==> src/rtl/fwd_ctrl.sv <==
// rtl/fwd_ctrl.sv - EX/MEM forwarding select and load-use stall controller (option macro: FWD_R0_ZERO_EN)
module fwd_ctrl #(
  parameter int RA_W  = 4,
  parameter int CNT_W = 16
) (
  input  logic             clk,
  input  logic             rst,
  input  logic             id_valid,
  input  logic [RA_W-1:0]  id_rs1,
  input  logic [RA_W-1:0]  id_rs2,
  input  logic [RA_W-1:0]  id_rd,
  input  logic             id_we,
  input  logic             id_load,
  input  logic             flush,
  output logic             stall,
  output logic [1:0]       sel_a,
  output logic [1:0]       sel_b,
  output logic [CNT_W-1:0] stall_cnt
);

  localparam logic [1:0] SEL_EX  = 2'd0;
  localparam logic [1:0] SEL_MEM = 2'd1;
  localparam logic [1:0] SEL_WB  = 2'd2;

  // The register file is write-first, so a producer in WB never needs a
  // forward and is never a hazard; only the EX and MEM tags are stored.
  // Only the EX slot needs the load flag: a load in MEM is already forwardable.
  logic            ex_v, ex_we, ex_ld;
  logic [RA_W-1:0] ex_rd;
  logic            mem_v, mem_we;
  logic [RA_W-1:0] mem_rd;

  logic ex_hit_a, ex_hit_b, mem_hit_a, mem_hit_b;
  logic ex_wr_ok, mem_wr_ok;
  logic take_id;
  logic [1:0] sel_a_nxt, sel_b_nxt;

  // Decide whether each slot holds a trackable write (r0 optionally hardwired).
  always_comb begin
    ex_wr_ok  = ex_v & ex_we;
    mem_wr_ok = mem_v & mem_we;
`ifdef FWD_R0_ZERO_EN
    if (ex_rd == '0)  ex_wr_ok  = 1'b0;
    if (mem_rd == '0) mem_wr_ok = 1'b0;
`else
`endif
  end

  // Source-tag matches, hazard detection and next operand selects.
  always_comb begin
    ex_hit_a  = ex_wr_ok & (ex_rd == id_rs1);
    ex_hit_b  = ex_wr_ok & (ex_rd == id_rs2);
    mem_hit_a = mem_wr_ok & (mem_rd == id_rs1);
    mem_hit_b = mem_wr_ok & (mem_rd == id_rs2);
    stall     = id_valid & ~flush & ex_ld & (ex_hit_a | ex_hit_b);
    take_id   = id_valid & ~flush & ~stall;
    sel_a_nxt = SEL_EX;
    sel_b_nxt = SEL_EX;
    if (take_id) begin
      // Youngest producer wins: EX match beats MEM match.
      if (ex_hit_a)       sel_a_nxt = SEL_MEM;
      else if (mem_hit_a) sel_a_nxt = SEL_WB;
      if (ex_hit_b)       sel_b_nxt = SEL_MEM;
      else if (mem_hit_b) sel_b_nxt = SEL_WB;
    end
  end

  // Advance the tag pipeline; a stalled, flushed or empty decode enters as a bubble.
  always_ff @(posedge clk or posedge rst) begin
    if (rst) begin
      ex_v   <= 1'b0;
      ex_we  <= 1'b0;
      ex_ld  <= 1'b0;
      ex_rd  <= '0;
      mem_v  <= 1'b0;
      mem_we <= 1'b0;
      mem_rd <= '0;
    end else begin
      mem_v  <= ex_v;
      mem_we <= ex_we;
      mem_rd <= ex_rd;
      ex_v   <= take_id;
      ex_we  <= take_id & id_we;
      ex_ld  <= take_id & id_load;
      ex_rd  <= take_id ? id_rd : '0;
    end
  end

  // Register the operand selects for use during the EX cycle.
  always_ff @(posedge clk or posedge rst) begin
    if (rst) begin
      sel_a <= SEL_EX;
      sel_b <= SEL_EX;
    end else begin
      sel_a <= sel_a_nxt;
      sel_b <= sel_b_nxt;
    end
  end

  // Saturating count of stall cycles.
  always_ff @(posedge clk or posedge rst) begin
    if (rst) begin
      stall_cnt <= '0;
    end else if (stall && (stall_cnt != {CNT_W{1'b1}})) begin
      stall_cnt <= stall_cnt + 1'b1;
    end
  end

endmodule

==> config.mk <==
export PLATFORM = sky130hd
export DESIGN_NAME = fwd_ctrl
export DESIGN_NICKNAME = d
export VERILOG_FILES = /design/src/rtl/fwd_ctrl.sv
export SDC_FILE = /design/constraint.sdc
export NUM_CORES = 1
export LEC_CHECK = 0
export ABC_AREA = 0
export BUFFER_PORTS_ARGS = -buffer_cell sky130_fd_sc_hd__buf_2
export CAP_MARGIN = 20
export CORE_MARGIN = 4
export CORE_UTILIZATION = 52
export CTS_CLUSTER_SIZE = 12
export DETAILED_ROUTE_END_ITERATION = 8
export PLACE_DENSITY_LB_ADDON = 0.25
export SYNTH_ARGS = -nofsm -noshare
export SYNTH_HDL_FRONTEND = slang
export SYNTH_SLANG_ARGS = --single-unit
==> constraint.sdc <==
create_clock -name clk -period 2.7 [get_ports clk]
set_input_delay 0.27 -clock clk [delete_from_list [all_inputs] [get_ports clk]]
set_output_delay 0.27 -clock clk [all_outputs]
set_load 0.1 [all_outputs]
Word-level counts from Yosys, hierarchy flattened:

Index checks and enable logic that the tools add are counted.

* flip-flop bits (word level): 33
* input port bits: 18
* output and inout port bits: 21
* word-level logic and storage cells: 39

* $add $sub $neg: 1
* equal/unequal tests: 5
* muxes and demuxes: 7
* bitwise gates (word level): 15
* reductions and logical operators: 1

Operator list (count)
* $add A16 B1 Y16 const B: 1
* $eq A4 B4 Y1: 4
* $ne A16 B16 Y1 const B: 1
* $and A1 B1 Y1: 12
* $mux W2: 6
* $mux W4: 1
* $not A1 Y1: 2
* $logic_and A1 B1 Y1: 1
* $or A1 B1 Y1: 1

Logic depth before layout (Yosys ltp):

Gate-level depths: netlist of the first run.

* depth after elaboration: 7
* mapped depth: 6

Worst setup path after synthesis of the first run:

No wires, ideal clock.

* path kind: register to register
* start point: reg stall_cnt[0]
* end point: reg stall_cnt[1]
* library setup time: 127 ps
* arrival: 2583 ps
* setup slack: -10 ps
* cell stages (with the launch flop): 7
* clock period less this slack: 2710 ps
* cells stage by stage: dfrtp_1 ha_1 nand4_4 or4_4 nor2_8 nor2_4 mux2_4

* longest elaborated chain between the ends: 2
* elaborated cells on any way between the ends: 3
* classes of those cells: add/sub (1); eq/ne (1); reduce/logical (1)

RTL lines
* from (decl): line 18 `output logic [CNT_W-1:0] stall_cnt`
* from (signal assigned): line 105 `stall_cnt <= stall_cnt + 1'b1;`
* parallel branches: the longest is 2 deep, another holds $add A16 B1 Y16

Several ways; the timed one is not identified.
A chain may end at the register's enable or synchronous reset.

Worst setup path after layout of the first run:

* start point: reg ex_rd[1]
* end point: out stall

* longest elaborated chain between the ends: 4
* elaborated cells on any way between the ends: 6
* classes of those cells: eq/ne (2); bitwise (4)

RTL lines
* from (decl): line 29 `logic [RA_W-1:0] ex_rd;`
* from (signal assigned): line 85 `ex_rd <= take_id ? id_rd : '0;`
* $eq A4 B4 Y1 (on tied branches): line 51, 52
* $and A1 B1 Y1 (on tied branches): line 51, 52
* $or A1 B1 Y1 *: line 55 `stall = id_valid & ~flush & ex_ld & (ex_hit_a | ex_hit_b);`
* $and A1 B1 Y1 *: line 55
* to (decl): line 15 `output logic stall,`

Mark *: on every way between the ends. The rest lies on a longest branch, timed or not.

==> metrics.txt, run 1 <==
clock-pin transition on the worst setup and hold timing paths 100 ps; vias 1,164; worst-path fanout max 12; Synth Flop Type dfrtp_1; DIE AREA 3980 um2; RSZ-0062 raised after global routing false; Pwr Density about 470 nW/um2; Port Buf Inserts 38; clk sink count 33; die extent in x 63.1 um; ys async rst share 100%; flops & latches, synth 33; Crit path arrival time 2180 ps; Initial DRC Count 40; clk_lat worst skew 330 ps; final hold viol count 0; fin nets 203; Seq/Total Area, Yosys 52.3%; MaxCap Viol Count 0; FMAX 409 MHz; initial core utilization 55.9%; Ys Warns 0; ANT nets after route 0; wire per inst 14.7 um; vias in the first global route 1,207; Worst VDD drop 0.280 mV; share of cells above drive strength 1 between 30% and 40%; Post-Synthesis Cells 139; final setup fails 0; cell area after synthesis 1580 um2; crit path time final 2450 ps; drt pass-1 iters 4; post-layout util 66.6%; critical path class reg2out; Distinct cells, synth 29; global-route wire length before repair ~5700 um; Slew Limit Fails 0; DRC violations left 0; setup TNS 0 ps; CP max-delay cell a22oi_2; fillcell total approximately 240; root buffer cell clkbuf_4; CTS Buf Count 5; fin crit share between 90% and 100%; CP startpoint kind register; CP cell instances xnor2_1, and3_1, a22oi_2, inv_1, buf_2; Top Ports 39; number of synthesized flops with an enable pin 0; Slew headroom 39.1%; post-CTS resize count 0; grt total ovfl 0; routability congestion estimate between 0.8 and 0.9; gr usage total between 15 and 20%; syn avg cell area 11.4 um2; initial antenna violation count 0; CTS tree built; Core Region 2830 um2; DRT Wirelength between 3000 and 4000 um; Crit path required time 2430 ps; Vias/cell approximately 5.4; Post-Route Skew 7.33 ps; CP Capture Type output port; Hold Crit Class in2async; largest net degree at the start of global routing 26; CTS H-tree lvls 2; detailed placer's ending HPWL 2490 um; Post-CTS Setup Bufs 0; status finished, final reports clean; worst-margin pin slew a little over 900 ps; CTS max path bufs 2; Post-Syn Nets 158; ant diodes 0; crit-path max cell delay 520 ps; row cnt 19; hold buffers post-CTS 0; area grow syn2layout 19.2%; P_leak 0.984 nW; Die Ht 63.1 um
-- report_power, final --
group | switching, W | internal [W]
registers | 0.00000746 | 0.000502
clock network | 0.000161 | 0.000151
logic | 0.0000336 | 0.0000276
total | 0.000202 | 0.000680
-- cell usage after synthesis (2+ instances only) --
library cell / count / share of area, %
a211oi_1: 2 / 0.95
and2_1: 6 / 2.4
and3_1: 3 / 1.2
dfrtp_1: 33 / 52
inv_1: 3 / 0.71
nand2_1: 8 / 1.9
nand3_1: 13 / 4.1
nand3b_1: 4 / 1.9
nor2_1: 6 / 1.4
nor3_1: 7 / 2.2
nor3b_1: 3 / 1.4
nor4_1: 4 / 1.6
nor4b_1: 3 / 1.7
xnor2_1: 14 / 7.8
xor2_1: 16 / 8.9
-- stage by stage --
step	instances	hold WS [ps]	instance area, um2	total power, W	setup slack [ps]
2_1_floorplan	139	393	1580	0.000555	195
3_3_place_gp	208	416	1810	0.000579	634
3_5_place_dp	208	422	1810	0.000581	612
4_1_cts	216	131	1880	0.000890	248
5_1_grt	216	139	1880	0.000917	76.1
6_report	216	123	1880	0.000882	254
-- logic make-up (layout without fill, tap and decap cells) --
kind of cell	count (synthesis)	in the layout	synth area share, %
xor gates and xnor gates	30	30	16.6
adders and majority gates	1	1	0.792
AOI/OAI and AO/OA	6	6	3.01
buffers and inverters	4	50	1.03
and+or+nand+nor	63	63	24.6
DFF	33	33	52.3
muxes	2	2	1.66
-- sequential cells by signal (all words and copies together), names as in the netlist --
name	flops
sel_a	2
sel_b	2
ex_v	1
ex_ld	1
ex_rd	4
mem_we	1
ex_we	1
mem_rd	4
stall_cnt	16
mem_v	1
-- worst max-delay path: cells and delay by family, from the launching register on --
kind                      cells  cell delay, ps
buffers and inverters         2             560
AOI/OAI and AO/OA             1             520
DFF                           1             420
and+or+nand+nor               1             200
xor gates and xnor gates      1             160
-- final timing paths --
| check | startpoint | end | slack (ps) | cells after the start |
|---|---|---|---|---|
| setup / recovery | ex_rd[1] | stall | 250 | 5 |
| hold / removal | rst | stall_cnt[5] | 120 | 2 |
| setup reg to reg | stall_cnt[0] | stall_cnt[1] | 600 | 6 |
| hold reg to reg | ex_v | mem_v | 440 | 0 |
| max in group asynchronous | rst | ex_v | 1920 | 3 |
| min in group clk | id_rd[0] | ex_rd[0] | 140 | 2 |
-- cells in the final DEF, fill, tap and decap left out --
master | Yosys | final
buf_2 | 1 | 38
dfrtp_1 | 33 | 31
xor2_1 | 16 | 16
xnor2_1 | 14 | 14
nand3_1 | 13 | 13
nand2_1 | 8 | 8
nor3_1 | 7 | 7
nor2_1 | 6 | 6
and2_1 | 6 | 6
clkbuf_4 | 0 | 5
nand3b_1 | 4 | 4
nor4_1 | 4 | 4
and3_1 | 3 | 3
nor3b_1 | 3 | 3
inv_1 | 3 | 3
nor4b_1 | 3 | 3
a211oi_1 | 2 | 2
clkbuf_8 | 0 | 2
dfrtp_2 | 0 | 2
a22oi_2 | 1 | 1
nand4_4 | 1 | 1
or4_4 | 1 | 1
nor2_8 | 1 | 1
nand4_1 | 1 | 1
o311ai_0 | 1 | 1
mux2_2 | 1 | 1
o22ai_1 | 1 | 1
nand2b_1 | 1 | 1
a21oi_1 | 1 | 1
nor2_4 | 1 | 1
mux2_4 | 1 | 1
ha_1 | 1 | 1
clkinv_2 | 0 | 1
buf_4 | 0 | 1
-- final cells by class --
| class | instances | area, um2 | share of cell area, % |
|---|---|---|---|
| clock buffer | 7 | 65.1 | 3.45 |
| clock inverter | 1 | 5.00 | 0.266 |
| sequential | 33 | 828 | 44.0 |
| tap | 31 | 38.8 | 2.06 |
| inverter | 3 | 11.3 | 0.598 |
| multi-input combinational | 102 | 738 | 39.2 |
| timing repair buffer | 39 | 198 | 10.5 |
-- routing by layer --
layer  part of all wire [%]  global-route usage, %  up-vias  wire [um]
li1                       -                      -      579          -
met1                     47                   24.7      553       1480
met2                     47                   27.8       26       1480
met3                    5.1                   4.26        6        160
met4                    1.5                   7.71        0         48
met5                      0                      0        -          0
Power figures use the tool's default switching activity.
==> run 2, diff against run 1 <==
--- a/config.mk
+++ b/config.mk
@@ -5,14 +5,15 @@
 export SDC_FILE = /design/constraint.sdc
 export NUM_CORES = 1
 export LEC_CHECK = 0
-export ABC_AREA = 0
+export ABC_AREA = 1
 export BUFFER_PORTS_ARGS = -buffer_cell sky130_fd_sc_hd__buf_2
 export CAP_MARGIN = 20
 export CORE_MARGIN = 4
-export CORE_UTILIZATION = 52
+export CORE_UTILIZATION = 54
 export CTS_CLUSTER_SIZE = 12
 export DETAILED_ROUTE_END_ITERATION = 8
 export PLACE_DENSITY_LB_ADDON = 0.25
+export SETUP_SLACK_MARGIN = 0.1
 export SYNTH_ARGS = -nofsm -noshare
 export SYNTH_HDL_FRONTEND = slang
 export SYNTH_SLANG_ARGS = --single-unit
==> run 2 against run 1 <==
  * Final cell count rose by 59%
  * Combinational power rose by 3%
  * Sequential share of layout area decreased by 6.7 points
  * Sequential power about the same
  * Clock skew is 2.3 ps lower
  * Critical endpoint unchanged
  * Utilization down 0.65 points
  * Area after synthesis rose by 19%
  * Critical path depth is 4 higher
  * First-iteration DRC count grew to 3.2 times the previous value
  * Via count rose by 45%
  * Total power grew 7.9%
  * Largest cell class is now multi-input gates
  * Clock power up 22%
==> metrics.txt, run 2 <==
clk sink count 33 (unchanged); R2R setup slack 930 ps (was 600 ps); DRT Wirelength 4030 um (was 3170 um); worst setup path start ex_rd[1] (unchanged); Post-Route Skew 5.04 ps (was 7.33 ps); DRC violations left 0 (unchanged); initial core utilization 56.0% (was 55.9%); Crit path arrival time 1860 ps (was 2180 ps); CTS max path bufs 2 (unchanged); crit path to stall (unchanged); row cnt 21 (was 19); post-layout util 66.0% (was 66.6%); wire per inst 11.7 um (was 14.7 um); cell area after synthesis 1880 um2 (was 1580 um2); worst-path fanout max 4 (was 12); Worst VDD drop 0.345 mV (was 0.280 mV); Distinct cells, synth 25 (was 29); Critical Path Stages 9 (was 5); final cell count without fillers 344 (was 216); P_leak 1.26 nW (was 0.984 nW); share of cells above drive strength 1 19.5% (was 30.3%); initial antenna violation count 0 (unchanged); Post-Synthesis Cells 252 (was 139); CP Capture Type output port (unchanged); largest net degree at the start of global routing 34 (was 26); flops & latches, synth 33 (unchanged); RR Endpoint stall_cnt[3] (was stall_cnt[1]); CP max-delay cell buf_2 (was a22oi_2); largest registers stall_cnt (16), ex_rd (4), mem_rd (4) (unchanged); Synth Flop Type dfrtp_1 (unchanged); setup ws final 567 ps (was 254 ps); commonest non-fill, non-tap cell in the layout nand2_1 (was buf_2); status finished, final reports clean (unchanged); global-route wire length before repair 6840 um (was 5650 um); top cell type's share of synthesized area 43.9% (was 52.3%); CP top delay family simple AND/OR/NAND/NOR gates (was buffers and inverters); RSZ-0062 raised after global routing false (unchanged); most used cell, CP nand2_1; Hold Crit Class in2reg (was in2async); syn avg cell area 7.47 um2 (was 11.4 um2); Post-Syn Nets 271 (was 158); synth top area cells dfrtp_1 44%, nand2_1 17%, nand4_1 7.6% (was dfrtp_1 52%, xor2_1 8.9%, xnor2_1 7.8%); DIE AREA 4500 um2 (was 3980 um2); Crit Reg-Reg Startpoint stall_cnt[0] (unchanged); fin nets 316 (was 203); gr usage total 20.6% (was 18.2%); CP startpoint kind register (unchanged); final hold viol count 0 (unchanged); Vias/cell 4.92 (was 5.39); Post-CTS Setup Bufs 0 (unchanged); CP cell instances inv_1, nand2_1, nand2_1, nor2_1, nand3_1, nand2_2, nand2_1, inv_1, buf_2 (was xnor2_1, and3_1, a22oi_2, inv_1, buf_2); drt pass-1 iters 4 (unchanged); area grow syn2layout 17.8% (was 19.2%); post-CTS resize count 0 (unchanged); fin crit share 79.0% (was 90.6%); Crit path required time 2430 ps (about the same); ant diodes 0 (unchanged); worst-margin pin slew 492 ps (was 913 ps); Slew headroom 67.4% (was 39.1%); CTS tree built (unchanged); Slew Limit Fails 0 (unchanged); FMAX 469 MHz (was 409 MHz); clock-pin transition on the worst setup and hold timing paths 110 ps (was 100 ps); Place WS 965 ps (was 612 ps); ANT nets after route 0 (unchanged); Die Ht 67.1 um (was 63.1 um); Top Ports 39 (unchanged); MaxCap Viol Count 0 (unchanged); commonest cells after routing, fill and taps aside 85 x nand2_1, 38 x buf_2, 36 x inv_1 (was 38 x buf_2, 31 x dfrtp_1, 16 x xor2_1); critical path class reg2out (unchanged); Port Buf Inserts 38 (unchanged); Reg2Reg Depth 7 (was 6); Core Region 3360 um2 (was 2830 um2); Total Power 0.000952 W (was 0.000882 W); setup TNS 0 ps (unchanged); root buffer cell clkbuf_4 (unchanged); top cells by count, synth 85 x nand2_1, 36 x inv_1, 33 x dfrtp_1, 30 x nor2_1, 23 x nand4_1 (was 33 x dfrtp_1, 16 x xor2_1, 14 x xnor2_1, 13 x nand3_1, 8 x nand2_1); grt total ovfl 0 (unchanged); detailed placer's ending HPWL 2820 um (was 2490 um); ys async rst share 100% (unchanged); number of synthesized flops with an enable pin 0 (unchanged); routability congestion estimate 0.871 (was 0.833); Ys Warns 0 (unchanged); Seq/Total Area, Yosys 43.9% (was 52.3%); cell taking the most area after synthesis dfrtp_1 (unchanged); max FFs per register 16 (unchanged); final setup fails 0 (unchanged); CTS H-tree lvls 2 (unchanged); crit-path max cell delay 410 ps (was 520 ps); Cells after DPL 335 (was 208); largest reg by FF count stall_cnt (unchanged); CTS Buf Count 5 (unchanged); Pwr Density 429 nW/um2 (was 468 nW/um2); vias in the first global route 1,543 (was 1,207); clk_lat worst skew 360 ps (was 330 ps); die extent in x 67.1 um (was 63.1 um); vias 1,691 (was 1,164); crit path time final 2130 ps (was 2450 ps); CP bufs+invs 3 (was 2); count leader, synth nand2_1 (was dfrtp_1); Initial DRC Count 127 (was 40)
[run 2: cell count changes after synthesis, sizes merged, moves of 3 or more]
cell / before / now
nor4: 4 / 1
xnor2: 14 / 8
nor4b: 3 / 0
and3: 3 / 0
nor3b: 3 / 0
nor3: 7 / 1
nor2: 8 / 33
nand2: 8 / 87
inv: 3 / 36
xor2: 16 / 4
nand3b: 4 / 1
buf: 1 / 4
and2: 6 / 0
nand4: 2 / 24
[run 2: tightest hold or removal path, cell delays in order]
cell and delay (ps):
buf_2 90, inv_1 40, nor2_1 30
[run 2: cell families after synthesis]
family                   count (synthesis)  share of synthesized area, %
AO/OA/AOI/OAI                            3                         0.930
XOR/XNOR                                12                          5.58
adder cells (fa/ha/maj)                  1                         0.664
buffers and inverters                   41                          8.90
flip-flops                              33                          43.9
AND/OR/NAND/NOR                        162                          40.1
[run 2: cell type report]
type	instances	area (um2)
fill	315	1140
clock buffer	5	37.5
tap	46	57.6
timing repair buffer	42	223
multi-input combinational	178	890
clock inverter	3	46.3
sequential	33	826
inverter	37	139
[run 2: report_power, final]
group / internal (W) / total, W / switching [W]
registers: 0.000502 / 0.000507 / 0.00000557
clock network: 0.000196 / 0.000381 / 0.000186
logic: 0.0000242 / 0.0000629 / 0.0000387
total: 0.000722 / 0.000952 / 0.000230
[run 2: how the worst min path moves through the flow]
| stage | from | endpoint | depth (start not counted) |
|---|---|---|---|
| 2_1_floorplan | ex_we | mem_we | 0 |
| 3_3_place_gp | ex_we | mem_we | 0 |
| 3_5_place_dp | ex_v | mem_v | 0 |
| 4_1_cts | id_load | ex_ld | 3 |
| 5_1_grt | id_we | ex_we | 3 |
| 6_report | id_we | ex_we | 3 |
[run 2: per-stage QoR]
| step | area (um2) | hold slack (ps) |
|---|---|---|
| after floorplan | 1880 | 354 |
| after detailed placement | 2120 | 360 |
| after CTS | 2220 | 99.9 |
| final | 2220 | 108 |
| after global routing | 2220 | 91.2 |
| after global placement | 2120 | 360 |
[run 2: metal layers]
metal / track usage [%] / routed length [um]
met5: 0 / 0
met3: 6.07 / 286
met2: 31.2 / 1840
met1: 27.9 / 1830
met4: 6.84 / 71
[run 2: repair_timing]
| item | in CTS | in global routing |
|---|---|---|
| hold endpoints to repair | 15 | 0 |
| hold buffers | 1 | 0 |
| setup endpoints to repair | 0 | 0 |
==> run 3, diff against run 2 <==
--- a/config.mk
+++ b/config.mk
@@ -5,11 +5,11 @@
 export SDC_FILE = /design/constraint.sdc
 export NUM_CORES = 1
 export LEC_CHECK = 0
-export ABC_AREA = 1
+export ABC_AREA = 0
 export BUFFER_PORTS_ARGS = -buffer_cell sky130_fd_sc_hd__buf_2
 export CAP_MARGIN = 20
 export CORE_MARGIN = 4
-export CORE_UTILIZATION = 54
+export CORE_UTILIZATION = 47
 export CTS_CLUSTER_SIZE = 12
 export DETAILED_ROUTE_END_ITERATION = 8
 export PLACE_DENSITY_LB_ADDON = 0.25
==> constraint.sdc (replaced) <==
create_clock -name clk -period 1.76 [get_ports clk]
set_input_delay 0.176 -clock clk [delete_from_list [all_inputs] [get_ports clk]]
set_output_delay 0.176 -clock clk [all_outputs]
set_load 0.1 [all_outputs]
==> run 3 against run 2 <==
  * The flow now finishes with violations (setup timing)
  * Hold slack lost 83 ps
  * Utilization grew 16 points
  * Sequential power grew 54%
  * Largest power group unchanged
==> metrics.txt, run 3 (synthesis results as in run 1) <==
status complete, but fails checks (was finished, final reports clean); failing checks setup timing; Hold Crit Class in2reg (unchanged); Slew Limit Fails 0 (unchanged); setup TNS -3120 ps (was 0 ps); fillcell total 172 (was 315); CTS max path bufs 2 (unchanged); critical path class reg2out (unchanged); row cnt 20 (was 21); CP max-delay cell dfrtp_2 (was buf_2); Crit path arrival time 1920 ps (was 1860 ps); drt pass-1 iters 4 (unchanged); CTS H-tree lvls 2 (unchanged); CTS Buf Count 5 (unchanged); CP cell instances xnor2_2, nor3b_4, a22oi_2, clkinvlp_4, buf_6, buf_12 (was inv_1, nand2_1, nand2_1, nor2_1, nand3_1, nand2_2, nand2_1, inv_1, buf_2); vias in the first global route 1,577 (was 1,543); CP Capture Type output port (unchanged); ant diodes 0 (unchanged); largest net degree at the start of global routing 34 (unchanged); share of cells above drive strength 1 60.3% (was 19.5%); RSZ-0062 raised after global routing true (was false); commonest cells after routing, fill and taps aside 37 x buf_2, 31 x buf_4, 16 x xor2_1, 16 x dfrtp_1, 15 x dfrtp_2 (was 85 x nand2_1, 38 x buf_2, 36 x inv_1); FMAX 477 MHz; clk sink count 33 (unchanged); DRT Wirelength 5270 um (was 4030 um); final hold viol count 0 (unchanged); final setup fails 17 (was 0); initial core utilization 50.5% (was 56.0%); MaxCap Viol Count 0 (unchanged); grt total ovfl 0 (unchanged); Core Region 3130 um2 (was 3360 um2); Post-Route Skew 16.6 ps (was 5.04 ps); Cells after DPL 245 (was 335); root buffer cell clkbuf_4 (unchanged); Top Ports 39 (unchanged); gr usage total 24.7% (was 20.6%); Initial DRC Count 114 (was 127); max FFs per register 16 (unchanged); area grow syn2layout 63.0% (was 17.8%); final cell count without fillers 273 (was 344); setup ws final -335 ps (was 567 ps); DIE AREA 4350 um2 (was 4500 um2); commonest non-fill, non-tap cell in the layout buf_2 (was nand2_1); Crit path required time 1580 ps (was 2430 ps); crit path time final 2090 ps; clock-pin transition on the worst setup and hold timing paths 110 ps (about the same); CP startpoint kind register (unchanged); worst-margin pin slew 514 ps (was 492 ps); Die Ht 66.0 um (was 67.1 um); Vias/cell 5.59 (was 4.92); vias 1,527 (was 1,691); fin crit share 119%; CTS tree built (unchanged); global-route wire length before repair 7890 um (was 6840 um); detailed placer's ending HPWL 2790 um (was 2820 um); Slew headroom 66.0% (was 67.4%); Worst VDD drop 0.472 mV (was 0.345 mV); DRC violations left 0 (unchanged); die extent in x 66.0 um (was 67.1 um); FF/Latch Area 852 um2 (was 826 um2); initial antenna violation count 0 (unchanged); fin nets 247 (was 316); crit-path max cell delay 460 ps (was 410 ps); P_leak 1.25 nW (was 1.26 nW); ANT nets after route 0 (unchanged); post-layout util 82.4% (was 66.0%); Port Buf Inserts 38 (unchanged); wire per inst 19.3 um (was 11.7 um); largest reg by FF count stall_cnt (unchanged); largest registers stall_cnt (16), ex_rd (4), mem_rd (4) (unchanged); Reg2Reg Depth 8 (was 7); clk_lat worst skew 340 ps (was 360 ps); routability congestion estimate 0.857 (was 0.871); Hold Crit Depth 2 (was 3); Pwr Density 575 nW/um2 (was 429 nW/um2); multi-input logic area 977 um2 (was 890 um2); worst-path fanout max 3 (was 4)
## run 3: changes by cell type in the layout (fill, tap and decap cells not counted), sizes merged, moves of 12 or more
cell | previous run | this run
nor2 | 33 | 9
nand4 | 24 | 2
inv | 36 | 2
nand2 | 87 | 8
xor2 | 4 | 16
buf | 41 | 81
## run 3: where the power goes
group / leakage (nW) / internal [W] / switching, W / total, W
clock network: 0.0422 / 0.000298 / 0.000266 / 0.000563
registers: 0.421 / 0.000770 / 0.0000128 / 0.000783
logic: 0.783 / 0.0000657 / 0.0000701 / 0.000136
## run 3: layer usage
layer	part of all wire [%]	wire [um]	GRT usage [%]
met1	38	2000	29.4
met2	52	2760	41.6
met3	6.8	360	5.27
met4	2.8	146	12.9
met5	0	0	0
## run 3: through the flow
stage / total power, W / hold slack [ps] / setup slack [ps] / cell area (um2)
floorplan: 0.000851 / 304 / -498 / 1620
detailed placement: 0.000903 / 283 / -185 / 2060
global route: 0.00153 / 19.2 / -387 / 2580
global placement: 0.000898 / 275 / -121 / 2060
CTS: 0.00146 / 22.8 / -254 / 2460
finish: 0.00148 / 24.8 / -335 / 2580
## run 3: worst max-delay path: cells and delay by family, from the launching register on
kind	cells	cell delay, ps
and+or+nand+nor	1	170
xor gates and xnor gates	1	170
AOI/OAI and AO/OA	1	290
buffers and inverters	3	470
DFF	1	460
## run 3: repair_timing
action	4_1_cts	5_1_grt
hold buffers	1	0
endpoints found under the setup margin	20	23
cloned	1	0
hold endpoints to repair	33	0
gates resized for setup	36	13
pin swaps	17	21
setup buffers	12	7
## run 3: final timing paths
path,startpoint,to,slack (ps)
min in group asynchronous,rst,ex_rd[3],440
setup / recovery,ex_rd[2],stall,-330
max in group asynchronous,rst,stall_cnt[5],980
hold reg to reg,ex_rd[2],mem_rd[2],480
setup reg to reg,ex_rd[2],stall_cnt[1],-250
hold / removal,id_rd[0],ex_rd[0],20
## run 3: cell type report
class                      count  share of cell area (%)
sequential                    33                    33.1
multi-input combinational    103                    37.9
clock buffer                   6                    1.60
timing repair buffer          82                    23.3
inverter                       3                   0.583
tap                           44                    2.14
clock inverter                 2                    1.36
